`src/rtl/register_scoreboard.sv`:
```
`default_nettype none
// ============================================================================
// Module  : register_scoreboard
// Brief   : Tracks MEM/WB destination registers for forwarding, detects
//           load-use hazards, and runs the data-cache wait FSM. Defining
//           REGISTER_SCOREBOARD_STATS_EN adds a saturating stall_cnt output.
// Revision: 1.0 - initial release
// ============================================================================
module register_scoreboard #(
  parameter int unsigned STALL_CNT_W = 32
) (
  input  logic       CLK,
  input  logic       RST,
  input  logic       RegWr_ex,
  input  logic [4:0] RegDst_ex,
  input  logic       MemRead_ex,
  input  logic       MemAcc_ex,
  input  logic       flush_ex,
  input  logic [4:0] Rs_id,
  input  logic [4:0] Rt_id,
  input  logic       ihit,
  input  logic       dhit,
  output logic       RegWr_mem,
  output logic [4:0] RegDst_mem,
  output logic       RegWr_wb,
  output logic [4:0] RegDst_wb,
  output logic       pipe_en,
  output logic       stall_id,
  output logic       mem_wait
`ifdef REGISTER_SCOREBOARD_STATS_EN
  ,
  output logic [STALL_CNT_W-1:0] stall_cnt
`endif
);

  localparam logic [0:0] RUN      = 1'b0;
  localparam logic [0:0] MEM_WAIT = 1'b1;

  if (STALL_CNT_W < 1) begin : g_bad_width
    $error("STALL_CNT_W must be at least 1");
  end

  logic       regwr_mem_q, regwr_mem_d;
  logic [4:0] regdst_mem_q, regdst_mem_d;
  logic       memacc_mem_q, memacc_mem_d;
  logic       regwr_wb_q, regwr_wb_d;
  logic [4:0] regdst_wb_q, regdst_wb_d;
  logic [0:0] state_q, state_d;

  assign pipe_en  = ihit & (~memacc_mem_q | dhit);
  assign stall_id = MemRead_ex & RegWr_ex & (RegDst_ex != 5'd0) &
                    ((RegDst_ex == Rs_id) | (RegDst_ex == Rt_id));

  always_comb begin
    regwr_mem_d  = regwr_mem_q;
    regdst_mem_d = regdst_mem_q;
    memacc_mem_d = memacc_mem_q;
    regwr_wb_d   = regwr_wb_q;
    regdst_wb_d  = regdst_wb_q;
    if (pipe_en) begin
      regwr_wb_d  = regwr_mem_q;
      regdst_wb_d = regdst_mem_q;
      if (flush_ex) begin
        regwr_mem_d  = 1'b0;
        regdst_mem_d = 5'd0;
        memacc_mem_d = 1'b0;
      end else begin
        regwr_mem_d  = RegWr_ex;
        regdst_mem_d = RegDst_ex;
        memacc_mem_d = MemAcc_ex;
      end
    end else if (memacc_mem_q && dhit) begin
      // Access finished while the I-side stalls: retire it so it is not redone.
      memacc_mem_d = 1'b0;
    end
  end

  always_comb begin
    state_d = state_q;
    case (state_q)
      RUN:      if (memacc_mem_q && !dhit) state_d = MEM_WAIT;
      MEM_WAIT: if (dhit) state_d = RUN;
      default:  state_d = RUN;
    endcase
  end

  always_ff @(posedge CLK or posedge RST) begin
    if (RST) begin
      regwr_mem_q  <= 1'b0;
      regdst_mem_q <= 5'd0;
      memacc_mem_q <= 1'b0;
      regwr_wb_q   <= 1'b0;
      regdst_wb_q  <= 5'd0;
      state_q      <= RUN;
    end else begin
      regwr_mem_q  <= regwr_mem_d;
      regdst_mem_q <= regdst_mem_d;
      memacc_mem_q <= memacc_mem_d;
      regwr_wb_q   <= regwr_wb_d;
      regdst_wb_q  <= regdst_wb_d;
      state_q      <= state_d;
    end
  end

  // Writes to $0 are architecturally void, so never advertise them for forwarding.
  assign RegWr_mem  = regwr_mem_q & (regdst_mem_q != 5'd0);
  assign RegDst_mem = regdst_mem_q;
  assign RegWr_wb   = regwr_wb_q & (regdst_wb_q != 5'd0);
  assign RegDst_wb  = regdst_wb_q;
  assign mem_wait   = (state_q == MEM_WAIT);

`ifdef REGISTER_SCOREBOARD_STATS_EN
  logic [STALL_CNT_W-1:0] stall_cnt_q, stall_cnt_d;

  always_comb begin
    stall_cnt_d = stall_cnt_q;
    if ((!pipe_en || stall_id) && !(&stall_cnt_q)) begin
      stall_cnt_d = stall_cnt_q + 1'b1;
    end
  end

  always_ff @(posedge CLK or posedge RST) begin
    if (RST) begin
      stall_cnt_q <= '0;
    end else begin
      stall_cnt_q <= stall_cnt_d;
    end
  end

  assign stall_cnt = stall_cnt_q;
`endif

endmodule
`default_nettype wire

```
`config.mk`:
```
export PLATFORM = sky130hd
export DESIGN_NAME = register_scoreboard
export DESIGN_NICKNAME = d
export VERILOG_FILES = /design/src/rtl/register_scoreboard.sv
export SDC_FILE = /design/constraint.sdc
export NUM_CORES = 1
export LEC_CHECK = 0
export BUFFER_PORTS_ARGS = -buffer_cell sky130_fd_sc_hd__buf_4
export CAP_MARGIN = 20
export CORE_ASPECT_RATIO = 0.9
export CORE_MARGIN = 2
export CORE_UTILIZATION = 31
export DETAILED_ROUTE_END_ITERATION = 6
export HOLD_SLACK_MARGIN = 0.03
export PLACE_DENSITY = 0.58
export SETUP_SLACK_MARGIN = 0.5
export SLEW_MARGIN = 20
export SYNTH_ARGS = -nofsm -noshare
export SYNTH_HDL_FRONTEND = slang
export SYNTH_SLANG_ARGS = --single-unit
```
`constraint.sdc`:
```
create_clock -name CLK -period 1.55 [get_ports CLK]
set_clock_uncertainty 0.1 [all_clocks]
set_input_delay 0.155 -clock CLK [delete_from_list [all_inputs] [get_ports CLK]]
set_output_delay 0.155 -clock CLK [all_outputs]
set_load 0.02 [all_outputs]
```
---- After elaboration in Yosys (flattened, before gate mapping) ----
Cells that the tools add are included.
operators by class
  eq/ne operators ......................... 2
  bitwise gates (word level) .............. 10
  div/mod/pow operators ................... 0
  multipliers ............................. 0
  mux-type cells .......................... 8
  reduce and logical (&&, ||, !) cells .... 7
  shifts and indexed selects .............. 0
  $add $sub $neg .......................... 0
  order comparisons ....................... 0
operators by type and width
  kind               count
  $reduce_bool 5->1  3
  $eq 5x5->1         2
  $and 1x1->1        6
  $mux 1             6
  $mux 5             1
  $logic_and 1x1->1  2
  $not 1->1          2
  $or 1x1->1         2
  $pmux 1 s2         1
  $reduce_bool 2->1  1
  $logic_not 1->1    1
storage, ports and cells
  output and inout bits ................... 15
  latch bits .............................. 0
  memories ................................ 0
  ROM bits ................................ 0
  register bits ........................... 14
  input bits .............................. 23
  memory bits (writable) .................. 0
  word-level logic and storage cells ...... 33

---- Longest topological paths before layout ----
Gate-level depths: netlist of the first run.
  word-level depth ........................ 4
  gate-level depth with buffers ........... 5
  depth with buffers taken out ............ 4

---- Worst setup path after synthesis of the first run ----
No wires, ideal clock.
  path kind ............................... reg-to-output
  start point ............................. register regdst_mem_q[3] (netlist: RegDst_mem[3])
  end point ............................... output port RegWr_mem
  slack ................................... 0.073 ns
  data required time ...................... 1.295 ns
  cell stages (with the launch flop) ...... 3
  buffers on the path ..................... 0
  arrival time ............................ 1.222 ns
  path through ............................ dfrtp_1 > or4_1 > o21a_1
on the way
  word-level cells in the longest chain between the ends .. 2
RTL lines
  what                    RTL line  text
  start, declared         44        logic [4:0] regdst_mem_q, regdst_mem_d;
  start signal, assigned  97        regdst_mem_q <= regdst_mem_d;
  $reduce_bool 5->1       106       assign RegWr_mem = regwr_mem_q & (regdst_mem_q != 5'd0);
  $and 1x1->1             106
  end, declared           23        output logic RegWr_mem,
Every way passes these cells.

---- Worst setup path after layout of the first run ----
Same ends and word-level chain as after synthesis.

==> results_dict.tcl, run 1 <==
set metrics [dict create \
    grt_pass1_wl_um 2950 \
    fp.dieArea_sq_um 2710 \
    root_buffer "clkbuf_4" \
    dr.pass1.iters 2 \
    finalInstanceArea_sq_um 1440 \
    syn_area_sq_um 717 \
    synth_ff_type "dfrtp_1" \
    grt_max_degree 15 \
    preCtsSetupSlack_ns 0.0213 \
    synthTopCellsByArea "dfrtp_1 (49%), mux2_2 (9.4%), xor2_1 (7.3%)" \
    hold_class "in -> reg" \
    met3_usage 0.0273 \
    slew_viol_final 0 \
    cp_slowest_cell "or4_1" \
    wl_per_cell_um 11.7 \
    antenna_found_initial 0 \
    crit_arrival_ns 1.54 \
    finalSetupViolCount 2 \
    async_flop_share 1.00 \
    p_sw_frac 0.281 \
    fp.dieW_um 54.7 \
    synth.yosys.seq_area_share 0.489 \
    start_kind "flip-flop" \
    yosys.area.top_type "dfrtp_1" \
    dr.first_iter.drc_count 5 \
    fin_nets 156 \
    avgSynthCellArea_sq_um 10.5 \
    final_antenna_net_count 0 \
    end_kind "output pin" \
    ios 38 \
    total_power_uw 1170 \
    antenna_cells 0 \
    comb_power_share 0.405 \
    rr_worst_depth 4 \
    hpwl_um 1300 \
    start_util 0.329 \
    grt_usage 0.152 \
    layout_setup_ws_ns -0.246 \
    postSynthRegisterBits 14 \
    portBuffers 37 \
    timing.slew.headroom 0.801 \
    vias 711 \
    synth_top_area_frac 0.489 \
    worst_pin_slew_ns 0.298 \
    p_seq_frac 0.377 \
    hold_depth 3 \
    cts_tree "yes" \
    use_met2 0.274 \
    hold_viol 0 \
    p_int_uw 840 \
    grtUsageMet1 0.161 \
    cts.sinks 14 \
    final_common_cell "buf_4" \
    critPathMaxStageDelay_ns 0.52 \
    violations "setup timing" \
    grt_pass1_vias 708 \
    core_area_sq_um 2180 \
    grt_overflow 0 \
    crit_path_cell_trace "or4_1 -> o21a_2 -> buf_6" \
    syn_inst 68 \
    htreeDepth 1 \
    cts_made_buffers 3 \
    clk_latency_ns 0.27 \
    post-route-period-util 1.16 \
    status "finished, violations left" \
    drt_wl_total_um 1870 \
    leakagePower_uw 0.000700 \
    synth.distinct_cells 19 \
    die_y_um 49.6 \
    synth_edf_count 0 \
    synthToLayoutAreaGrowth_pct 101 \
    synth_nets 91 \
    rsz0062_at_grt "true" \
    clockPowerShare 0.218 \
    p_per_area_nw_per_um2 811 \
    cts_max_path_buffers 2 \
    drv_cap 0 \
    crit_required_ns 1.29 \
    cts.clk_slew.worst_paths_ns 0.08 \
    min_period_ns 1.80 \
    place_congestion 0.672 \
    final_cell_mix "buf_4 (29), buf_6 (26), dfrtp_1 (11)" \
    busiest_layer "met2" \
    drive_gt1_frac 0.659 \
    row_count 16 \
    worst-setup-path-type "reg -> out" \
    cp.depth 3 \
    vdd_drop_max_mv 0.493 \
    crit_family "simple AND/OR/NAND/NOR gates" \
    avgViaCountPerCell 4.47 \
    fmax_ghz 0.557 \
    p_switching_uw 328 \
    worst-path-buf-inv 1 \
    crit_fanout 2 \
    place_area_sq_um 1070 \
    drc 0 \
    ys_warn_count 0 \
]
==> worst paths after layout <==
kind	slack (ns)	end	startpoint
max	-0.25	RegWr_mem	RegDst_mem[3]
min in group asynchronous	0.28	RegDst_wb[1]	RST
max reg2reg	0.26	RegDst_wb[2]	memacc_mem_q
min	0.05	memacc_mem_q	MemAcc_ex
min reg2reg	0.42	regwr_wb_q	regwr_wb_q
max in group asynchronous	0.84	RegDst_mem[0]	RST
==> stage by stage <==
step	util	TNS [ns]	hold slack, ns	cells
final	0.660	-0.476	0.0470	159
after global routing	0.660	-0.575	0.0466	159
after CTS	0.608	-0.515	0.0339	150
after detailed placement	0.491	0	0.129	135
after global placement	0.491	0	0.122	135
after floorplan	-	0	-0.0560	68
==> power groups by stage <==
stage / Sequential, uW / Combinational, uW / Clock (uW)
floorplan: 482 / 117 / 0
global placement: 440 / 310 / 0
detailed placement: 442 / 315 / 0
CTS: 439 / 416 / 265
global route: 446 / 510 / 287
finish: 440 / 473 / 255
==> cell families (layout without fill, tap and decap cells) <==
group / Yosys count / in the layout / synth area share
AOI/OAI and AO/OA: 11 / 11 / 0.0942
buffers and inverters: 3 / 67 / 0.0174
and+or+nand+nor: 24 / 24 / 0.183
muxes: 6 / 6 / 0.0942
DFF: 14 / 14 / 0.489
xor gates and xnor gates: 10 / 10 / 0.122
==> layer usage <==
layer	routed length (um)	share of wire
met5	0	0
met1	715	0.38
met3	141	0.076
met4	35	0.019
met2	973	0.52
==> worst min-delay path, delay by kind of cell <==
kind | cells | cell delay, ns
buffers and inverters | 1 | 0.11
AOI/OAI and AO/OA | 1 | 0.07
and+or+nand+nor | 1 | 0.05
==> cell usage after synthesis (2+ instances only) <==
library cell	instances
dfrtp_1	14
inv_1	2
mux2_2	6
nand2_1	7
nand2b_1	6
nand3_1	2
nor2_1	2
nor3_1	2
o21a_1	2
o21ai_0	7
or4_1	2
xnor2_1	4
xor2_1	6
==> area by class of cell <==
type	instances	area (sq um)
Clock buffer	4	36.3
Fill cell	184	742
Inverter	2	13.8
Multi-Input combinational cell	51	417
Sequential cell	14	354
Tap cell	27	33.8
Timing Repair Buffer	61	586
==> state kept, by name, summed over array words and instances, names as in the netlist <==
name	cells
mem_wait	1
regwr_mem_q	1
RegDst_wb	5
regwr_wb_q	1
RegDst_mem	5
memacc_mem_q	1
==> repair_timing <==
item,4_1_cts,5_1_grt
hold buffers,4,0
pin swaps,11,6
setup buffers,6,9
resized for setup,33,13
endpoints found under the hold margin,17,0
endpoints found under the setup margin,27,30
gates cloned,1,0
Power figures use the tool's default switching activity.
==> inputs of run 2 (changes only) <==
--- a/config.mk
+++ b/config.mk
@@ -14,6 +14,7 @@
 export HOLD_SLACK_MARGIN = 0.03
 export PLACE_DENSITY = 0.58
 export SETUP_SLACK_MARGIN = 0.5
+export SKIP_CTS_REPAIR_TIMING = 1
 export SLEW_MARGIN = 20
 export SYNTH_ARGS = -nofsm -noshare
 export SYNTH_HDL_FRONTEND = slang
==> results_dict.tcl, run 2 (synthesis gave the netlist of run 1 again) <==
set metrics [dict create \
    ios 38 \
    crit_path_cell_trace "or4_1 -> o21a_2 -> buf_6" \
    fmax_ghz 0.555 \
    slew_viol_final 0 \
    antenna_found_initial 0 \
    reg2reg_slack_ns 0.25 \
    wl_per_cell_um 11.7 \
    final_antenna_net_count 0 \
    total_power_uw 1140 \
    portBuffers 37 \
    cp_slowest_cell "or4_1" \
    hold_class "in -> async" \
    core_area_sq_um 2180 \
    drt_wl_total_um 1800 \
    worst_pin_slew_ns 0.514 \
    worst-setup-path-type "reg -> out" \
    p_per_area_nw_per_um2 827 \
    drive_gt1_frac 0.638 \
    status "finished, violations left" \
    drc 0 \
    avgViaCountPerCell 4.41 \
    htreeDepth 1 \
    hold_viol 14 \
    rsz0062_at_grt "true" \
    final_core_util 0.630 \
    timing.slew.headroom 0.657 \
    cts_tree "yes" \
    fillerInstances 184 \
    die_y_um 49.6 \
    setup_tns_ns -0.498 \
    start_util 0.329 \
    cts.clk_slew.worst_paths_ns 0.09 \
    crit_required_ns 1.29 \
    start_kind "flip-flop" \
    antenna_cells 0 \
    synthToLayoutAreaGrowth_pct 91.8 \
    layout_setup_ws_ns -0.252 \
    place_congestion 0.672 \
    fp.dieW_um 54.7 \
    final_common_cell "buf_4" \
    vdd_drop_max_mv 0.489 \
    preCtsSetupSlack_ns 0.0213 \
    leakagePower_uw 0.000675 \
    fp.dieArea_sq_um 2710 \
    hpwl_um 1300 \
    root_buffer "clkbuf_4" \
    row_count 16 \
    hold_ws_ns -0.192 \
    dr.first_iter.drc_count 3 \
    min_period_ns 1.80 \
    post-route-period-util 1.16 \
    critPathMaxStageDelay_ns 0.52 \
    crit_arrival_ns 1.55 \
    violations "hold timing, setup timing" \
    finalSetupViolCount 2 \
    grt_pass1_wl_um 2590 \
    grt_pass1_vias 633 \
    grt_usage 0.131 \
    grt_max_degree 20 \
    clk_latency_ns 0.27 \
    vias 679 \
    drv_cap 0 \
    cts_made_buffers 3 \
    crit_fanout 2 \
    cts_max_path_buffers 2 \
    grt_overflow 0 \
    dr.pass1.iters 2 \
    final_cell_mix "buf_4 (27), buf_6 (26), dfrtp_1 (11)" \
    fin_nets 151 \
    end_kind "output pin" \
    cts.sinks 14 \
]
==> run 2: cell types whose count changed in the layout (fill, tap and decap cells not counted), sizes merged <==
| cell | previous run | this run |
|---|---|---|
| clkinvlp | 1 | 0 |
| dlygate4sd3 | 4 | 2 |
| inv | 1 | 2 |
| buf | 57 | 54 |
==> run 2: layout make-up <==
type	count	area, sq um	area share
clock buffers	4	36.3	0.0264
inverters	2	10.0	0.00728
multi-input cells	51	410	0.298
flip-flops and latches	14	354	0.258
well taps	27	33.8	0.0246
repair buffers	56	531	0.386
==> run 2: power breakdown <==
| group | internal, uW | total (uW) | leakage, uW | switching [uW] |
|---|---|---|---|---|
| Clock | 142 | 257 | 0.0000210 | 114 |
| Sequential | 408 | 442 | 0.000179 | 34.1 |
| Combinational | 265 | 438 | 0.000475 | 173 |
==> run 2: layer usage <==
layer	vias up	routed length (um)	GRT usage
met5	-	0	0
met4	0	25	0.0750
met3	2	135	0.0242
met2	33	922	0.212
met1	293	720	0.158
li1	351	-	-
==> run 2: per-stage QoR <==
step                instance area, sq um  cells
floorplan                            741     68
global placement                    1070    135
detailed placement                  1070    135
CTS                                 1110    139
global route                        1380    154
finish                              1380    154
==> run 2: critical path, delay by kind of cell (launching register included) <==
kind / cells / cell delay [ns]
simple gates: 1 / 0.52
flops: 1 / 0.40
buf+inv: 1 / 0.12
compound gates: 1 / 0.23
==> run 2: worst paths after layout <==
path	start	endpoint	cells past startpoint
hold reg to reg	regwr_wb_q	regwr_wb_q	1
max in group asynchronous	RST	RegDst_mem[0]	2
hold / removal	RST	RegDst_wb[4]	2
setup / recovery	RegDst_mem[0]	RegWr_mem	3
min in group CLK	RegDst_ex[1]	RegDst_mem[1]	3
setup reg to reg	memacc_mem_q	RegDst_wb[2]	4
